===== src/rtl/arith_pkg.sv =====
// Shared arithmetic-unit definitions: one-hot phase codes, Booth digit codes,
// multiplier FSM states and the radix-4 recoding helper.
package arith_pkg;

    localparam logic [2:0] PH_Q0 = 3'b001;
    localparam logic [2:0] PH_Q1 = 3'b010;
    localparam logic [2:0] PH_Q2 = 3'b100;

    typedef enum logic [2:0] {
        ZERO,
        PM,
        P2M,
        NM,
        N2M
    } booth_digit_t;

    typedef enum logic [1:0] {
        ST_IDLE,
        ST_RUN,
        ST_DONE
    } state_t;

    // Recodes the overlapping triplet {q[i+1], q[i], q[i-1]} into a digit in -2..+2
    function automatic booth_digit_t booth_decode(input logic [2:0] bits);
        booth_digit_t dig;
        case (bits)
            3'b001, 3'b010: dig = PM;
            3'b011:         dig = P2M;
            3'b100:         dig = N2M;
            3'b101, 3'b110: dig = NM;
            default:        dig = ZERO;
        endcase
        return dig;
    endfunction

endpackage


===== src/rtl/booth_r4_digit_sel.sv =====
// Combinational Booth digit selector: turns the current multiplier triplet and
// the multiplicand into the sign-extended W+2-bit addend.
module booth_r4_digit_sel #(
    parameter int W = 8
) (
    input  logic [2:0]   bits,
    input  logic [W-1:0] m,
    output logic [W+1:0] operand
);
    import arith_pkg::*;

    logic [W+1:0] m_ext;
    logic [W+1:0] m2_ext;

    // Two guard bits keep +/-2M representable without overflow
    assign m_ext  = {{2{m[W-1]}}, m};
    assign m2_ext = {m[W-1], m, 1'b0};

    always_comb begin
        operand = '0;
        case (booth_decode(bits))
            PM:      operand = m_ext;
            P2M:     operand = m2_ext;
            NM:      operand = '0 - m_ext;
            N2M:     operand = '0 - m2_ext;
            default: operand = '0;
        endcase
    end

endmodule


===== src/rtl/booth_r4_phased_mult.sv =====
// Signed radix-4 Booth sequential multiplier stepped by an external one-hot
// three-phase counter (Q0 select, Q1 add, Q2 shift) for each Booth digit.
module booth_r4_phased_mult #(
    parameter int W = 8
) (
    input  logic           clk,
    input  logic           reset,
    input  logic           begin_op,
    input  logic [2:0]     phase,
    input  logic [W-1:0]   multiplicand,
    input  logic [W-1:0]   multiplier,
    output logic [2*W-1:0] product,
    output logic           busy,
    output logic           done,
    output logic           phase_err
);
    import arith_pkg::*;

    localparam int IW = $clog2(W / 2);
    localparam logic [IW-1:0] LAST_ITER = IW'(W / 2 - 1);

    state_t         state_q,     state_d;
    logic [W+1:0]   a_q,         a_d;
    logic [W-1:0]   qr_q,        qr_d;
    logic           qm1_q,       qm1_d;
    logic [W-1:0]   m_q,         m_d;
    logic [W+1:0]   operand_q,   operand_d;
    logic [IW-1:0]  iter_q,      iter_d;
    logic [2:0]     exp_phase_q, exp_phase_d;
    logic [2*W-1:0] product_q,   product_d;
    logic           err_q,       err_d;

    logic [W+1:0]   sel_operand;
    logic [2*W+2:0] shift_vec;

    booth_r4_digit_sel #(
        .W (W)
    ) u_digit_sel (
        .bits    ({qr_q[1:0], qm1_q}),
        .m       (m_q),
        .operand (sel_operand)
    );

    // Arithmetic shift of the whole {A, Qr, q_m1} chain by one Booth digit
    assign shift_vec = $unsigned($signed({a_q, qr_q, qm1_q}) >>> 2);

    always_comb begin
        state_d     = state_q;
        a_d         = a_q;
        qr_d        = qr_q;
        qm1_d       = qm1_q;
        m_d         = m_q;
        operand_d   = operand_q;
        iter_d      = iter_q;
        exp_phase_d = exp_phase_q;
        product_d   = product_q;
        err_d       = err_q;

        // A start pulse wins in every state and silently drops any run in flight
        if (begin_op) begin
            state_d     = ST_RUN;
            a_d         = '0;
            qr_d        = multiplier;
            qm1_d       = 1'b0;
            m_d         = multiplicand;
            iter_d      = '0;
            exp_phase_d = PH_Q0;
            err_d       = 1'b0;
        end else begin
            case (state_q)
                ST_RUN: begin
                    if (phase != exp_phase_q) begin
                        err_d   = 1'b1;
                        state_d = ST_IDLE;
                    end else begin
                        case (exp_phase_q)
                            PH_Q0: begin
                                operand_d   = sel_operand;
                                exp_phase_d = PH_Q1;
                            end
                            PH_Q1: begin
                                a_d         = a_q + operand_q;
                                exp_phase_d = PH_Q2;
                            end
                            PH_Q2: begin
                                a_d    = shift_vec[2*W+2:W+1];
                                qr_d   = shift_vec[W:1];
                                qm1_d  = shift_vec[0];
                                iter_d = iter_q + 1'b1;
                                if (iter_q == LAST_ITER) begin
                                    product_d = shift_vec[2*W:1];
                                    state_d   = ST_DONE;
                                end else begin
                                    exp_phase_d = PH_Q0;
                                end
                            end
                            default: begin
                                err_d   = 1'b1;
                                state_d = ST_IDLE;
                            end
                        endcase
                    end
                end
                ST_DONE: state_d = ST_IDLE;
                default: state_d = state_q;
            endcase
        end
    end

    always_ff @(posedge clk or posedge reset) begin
        if (reset) begin
            state_q     <= ST_IDLE;
            a_q         <= '0;
            qr_q        <= '0;
            qm1_q       <= 1'b0;
            m_q         <= '0;
            operand_q   <= '0;
            iter_q      <= '0;
            exp_phase_q <= '0;
            product_q   <= '0;
            err_q       <= 1'b0;
        end else begin
            state_q     <= state_d;
            a_q         <= a_d;
            qr_q        <= qr_d;
            qm1_q       <= qm1_d;
            m_q         <= m_d;
            operand_q   <= operand_d;
            iter_q      <= iter_d;
            exp_phase_q <= exp_phase_d;
            product_q   <= product_d;
            err_q       <= err_d;
        end
    end

    assign product   = product_q;
    assign busy      = (state_q == ST_RUN);
    assign done      = (state_q == ST_DONE);
    assign phase_err = err_q;

endmodule


===== config.mk =====
export PLATFORM = sky130hd
export DESIGN_NAME = booth_r4_phased_mult
export DESIGN_NICKNAME = d
export VERILOG_FILES = /design/src/rtl/arith_pkg.sv /design/src/rtl/booth_r4_digit_sel.sv /design/src/rtl/booth_r4_phased_mult.sv
export SDC_FILE = /design/constraint.sdc
export NUM_CORES = 1
export LEC_CHECK = 0
export ABC_AREA = 1
export BUFFER_PORTS_ARGS = -buffer_cell sky130_fd_sc_hd__buf_2
export CORE_MARGIN = 2
export CORE_UTILIZATION = 30
export CTS_CLUSTER_SIZE = 14
export DETAILED_ROUTE_END_ITERATION = 7
export PLACE_DENSITY_LB_ADDON = 0.08
export SKIP_CTS_REPAIR_TIMING = 1
export SYNTH_ARGS = -nofsm -noshare
export SYNTH_HDL_FRONTEND = slang
export SYNTH_SLANG_ARGS = --single-unit

===== constraint.sdc =====
create_clock -name clk -period 2.5 [get_ports clk]
set_clock_uncertainty 0.2 [all_clocks]
set_input_delay 0.125 -clock clk [delete_from_list [all_inputs] [get_ports clk]]
set_output_delay 0.125 -clock clk [all_outputs]
set_load 0.05 [all_outputs]

==> key figures <==
Die
  • Vert. Die Dim: about 120 µm
  • Die area: between 10,000 and 15,000 µm²
  • Io pins: 41
  • Die W: 117 µm
  • Row count: slightly above 40
  • Initial Util: 0.305
  • CORE AREA: between 10,000 and 15,000 µm²

Power and ir drop
  • Max VDD drop: 226 µV
  • Net Sw Power: between 0.001 and 0.0015 W
  • Leak pwr: 2.47 nW
  • Share of power burned in combinational logic: 0.243
  • Switching Fraction: 0.321
  • PwrDens: about 700 nW/µm²
  • Sequential fraction of design power: 0.379
  • Clock power share: 0.379
  • Internal power: 0.00224 W

Clock network
  • Clock slew at reported path FFs: about 0.050 ns
  • H-tree levels: 3
  • CTS Buf Count: 9
  • Clk_lat worst skew: 0.33 ns
  • CTS Root Cell: clkbuf_16
  • Clock Path Buffers: 2
  • TritonCTS clock tree: done
  • TritonCTS Sinks: 61

Worst setup path
  • Worst Setup End Kind: flip-flop
  • R2R Path End: a_q[6]
  • Crit path launch: a_q[0]
  • CP Max Fanout: 4
  • R2r setup slk: between 0.5 and 0.6 ns
  • Critical Path AT: 2.00 ns
  • Worst Path Required: between 2 and 3 ns
  • Critical path capture point: a_q[6]
  • Critical R2R Launch: a_q[0]
  • Reg2reg path depth: 10
  • Crit Path Category: flip-flop to flip-flop
  • Startpoint class of the critical path: flip-flop

Yosys
  • Netlist cell types: 36
  • Synth Warn #: 0
  • Seq/Total Area, Yosys: 0.400
  • Count leader, synth: nand2_1
  • Synth Cell Area: about 3800 µm²
  • FF+latch count, synth: slightly above 60
  • Post-synth EDFFs: 0
  • Synth Instances: just over 500
  • Synth top cells by count: 172 x nand2_1, 72 x inv_1, 61 x dfrtp_1, 39 x nand3_1, 26 x nor2_1
  • Top post-synthesis cells by area: dfrtp_1 40%, nand2_1 17%, inv_1 7.1%
  • Async SR Flop Fraction: 1.00
  • Post-synth top area share: 0.400
  • Top cell type by total area after synthesis: dfrtp_1
  • Top FF cell, synth: dfrtp_1
  • Mapped Nets: ~540
  • Syn Area/Cell: about 7.5 µm²

Run
  • Max cap viols: 0

Global routing
  • First-pass GRT wire length: 15,200 µm
  • Initial antenna violation count: 0
  • Met2 usage: 0.227
  • GR Util met3: 0.0296
  • Most crowded layer after global routing: met2
  • Met1 Track Usage GR: 0.199
  • Grt ovf: 0
  • Total Routing Usage GR: 0.147
  • Vias in the first global route: about 3,000
  • Pin count of the biggest net entering global routing: 40

Placement
  • Buffers on Ports: 40
  • Inst Count DP: approximately 710
  • Dpl hpwl: ~7000 µm
  • Placer Congestion: around 0.84

Cells and area
  • # diodes: 0
  • Share of cells above drive strength 1: 0.166
  • Post-Layout Cell Count: 745
  • Area growth syn-to-layout: 21.3%
  • Number of nets in the layout: about 600
  • Fill count: between 1,000 and 1,500

Routing
  • Initial DRC count: between 100 and 150
  • Routed vias: 3,257
  • DRC viols: 0
  • Routed len/inst: about 12 µm
  • Final ANT Viol Nets: 0
  • WL final: a little over 9000 µm
  • Drt pass-1 iters: 5
  • Via density: ~4.4

STA
  • Setup TNS: 0 ns
  • RSZ-0062 raised after global routing: no
  • Slew margin rel.: 0.641
  • Endpoints failing setup: 0
  • Slew of the pin with the lowest slew margin: approximately 0.54 ns
  • Final period utilization: 0.790
  • Crit path time final: ~2.0 ns
  • F_max: 0.506 GHz
  • Worst hold margin: about 0.096 ns
  • Final Hold Vio Count: 0
  • Slew Limit Fails: 0

Run status
  • Status: finished, final reports clean

Worst hold path
  • Hold WC Path Type: primary input to flip-flop
-- per-stage QoR --
step	area (µm²)	worst slack [ns]	power (W)	utilization
final	4630	0.525	0.00330	0.370
after global routing	4630	0.346	0.00353	0.370
after CTS	4460	0.518	0.00333	0.356
after detailed placement	4160	0.528	0.00206	0.333
after global placement	4160	0.540	0.00205	0.333
after floorplan	3810	0.529	0.00185	-
-- cell usage in the layout (no fill, tap or decap), types with 2 or more instances in the layout --
master           n
nand2_1        172
inv_1           71
dfrtp_1         61
buf_2           40
nand3_1         39
nor2_1          26
o21ai_0         22
o21ai_1         17
dlygate4sd3_1   17
a21oi_1         13
o21ai_2         12
ha_1            11
inv_2            9
clkbuf_16        9
mux2i_1          8
nand4_1          7
nor2_8           3
nand2_4          3
a22oi_1          3
clkbuf_1         3
nand3_4          2
inv_4            2
xor2_1           2
nand2_2          2
or2_2            2
nor3_1           2
clkbuf_8         2
-- power groups by stage --
stage                     sequential (W)  combinational [W]  clock [W]
after floorplan                  0.00122           0.000628          0
after global routing             0.00127           0.000929    0.00133
after global placement           0.00127           0.000785          0
final                            0.00125           0.000801    0.00125
after CTS                        0.00125           0.000790    0.00129
after detailed placement         0.00127           0.000787          0
-- logic make-up after synthesis --
kind of cell / after synthesis / share of synthesized area
compound gates: 69 / 0.106
fa+ha+maj: 12 / 0.0413
buf+inv: 92 / 0.107
simple gates: 263 / 0.314
mux: 8 / 0.0210
flops: 61 / 0.400
xor+xnor: 4 / 0.0112
-- final cells by class --
type / count / area, µm² / area share
Inverter: 82 / 313 / 0.0676
Sequential cell: 61 / 1530 / 0.330
Clock inverter: 1 / 30.0 / 0.00649
Tap cell: 172 / 215 / 0.0465
Multi-Input combinational cell: 356 / 1880 / 0.406
Timing Repair Buffer: 59 / 398 / 0.0860
Clock buffer: 14 / 264 / 0.0571
-- layer usage --
metal	wire length, µm	part of all wire
met1	4540	0.50
met2	4230	0.46
met3	187	0.020
met4	218	0.024
met5	0	0
-- sequential cells by signal, indices dropped and copies added (netlist names) --
signal	cells
a_q	10
state_q	2
m_q	8
qr_q	8
exp_phase_q	3
operand_q	10
iter_q	2
phase_err	1
qm1_q	1
product	16
-- critical path, cell delays in order, from the launching register on --
cell and delay [ns]:
dfrtp_1 0.40, ha_1 0.25, fa_1 0.41, nand2_1 0.09, nand2_1 0.10, nand3_1 0.11
nand3_1 0.07, nand2_1 0.06, nor2_1 0.04, nor2_1 0.10, nor2_1 0.04
-- how the worst min path moves through the flow --
stage                          to  depth (start not counted)  slack, ns       startpoint
after CTS                 qr_q[2]                          2      -0.35            reset
after detailed placement  qr_q[2]                          2       0.01            reset
after floorplan            m_q[2]                          2       0.04  multiplicand[2]
after global routing       a_q[9]                          5       0.14         phase[0]
final                      a_q[8]                          6        0.1         phase[0]
after global placement    qr_q[2]                          2       0.02            reset
Note: power is estimated with default switching activity, not from simulation.
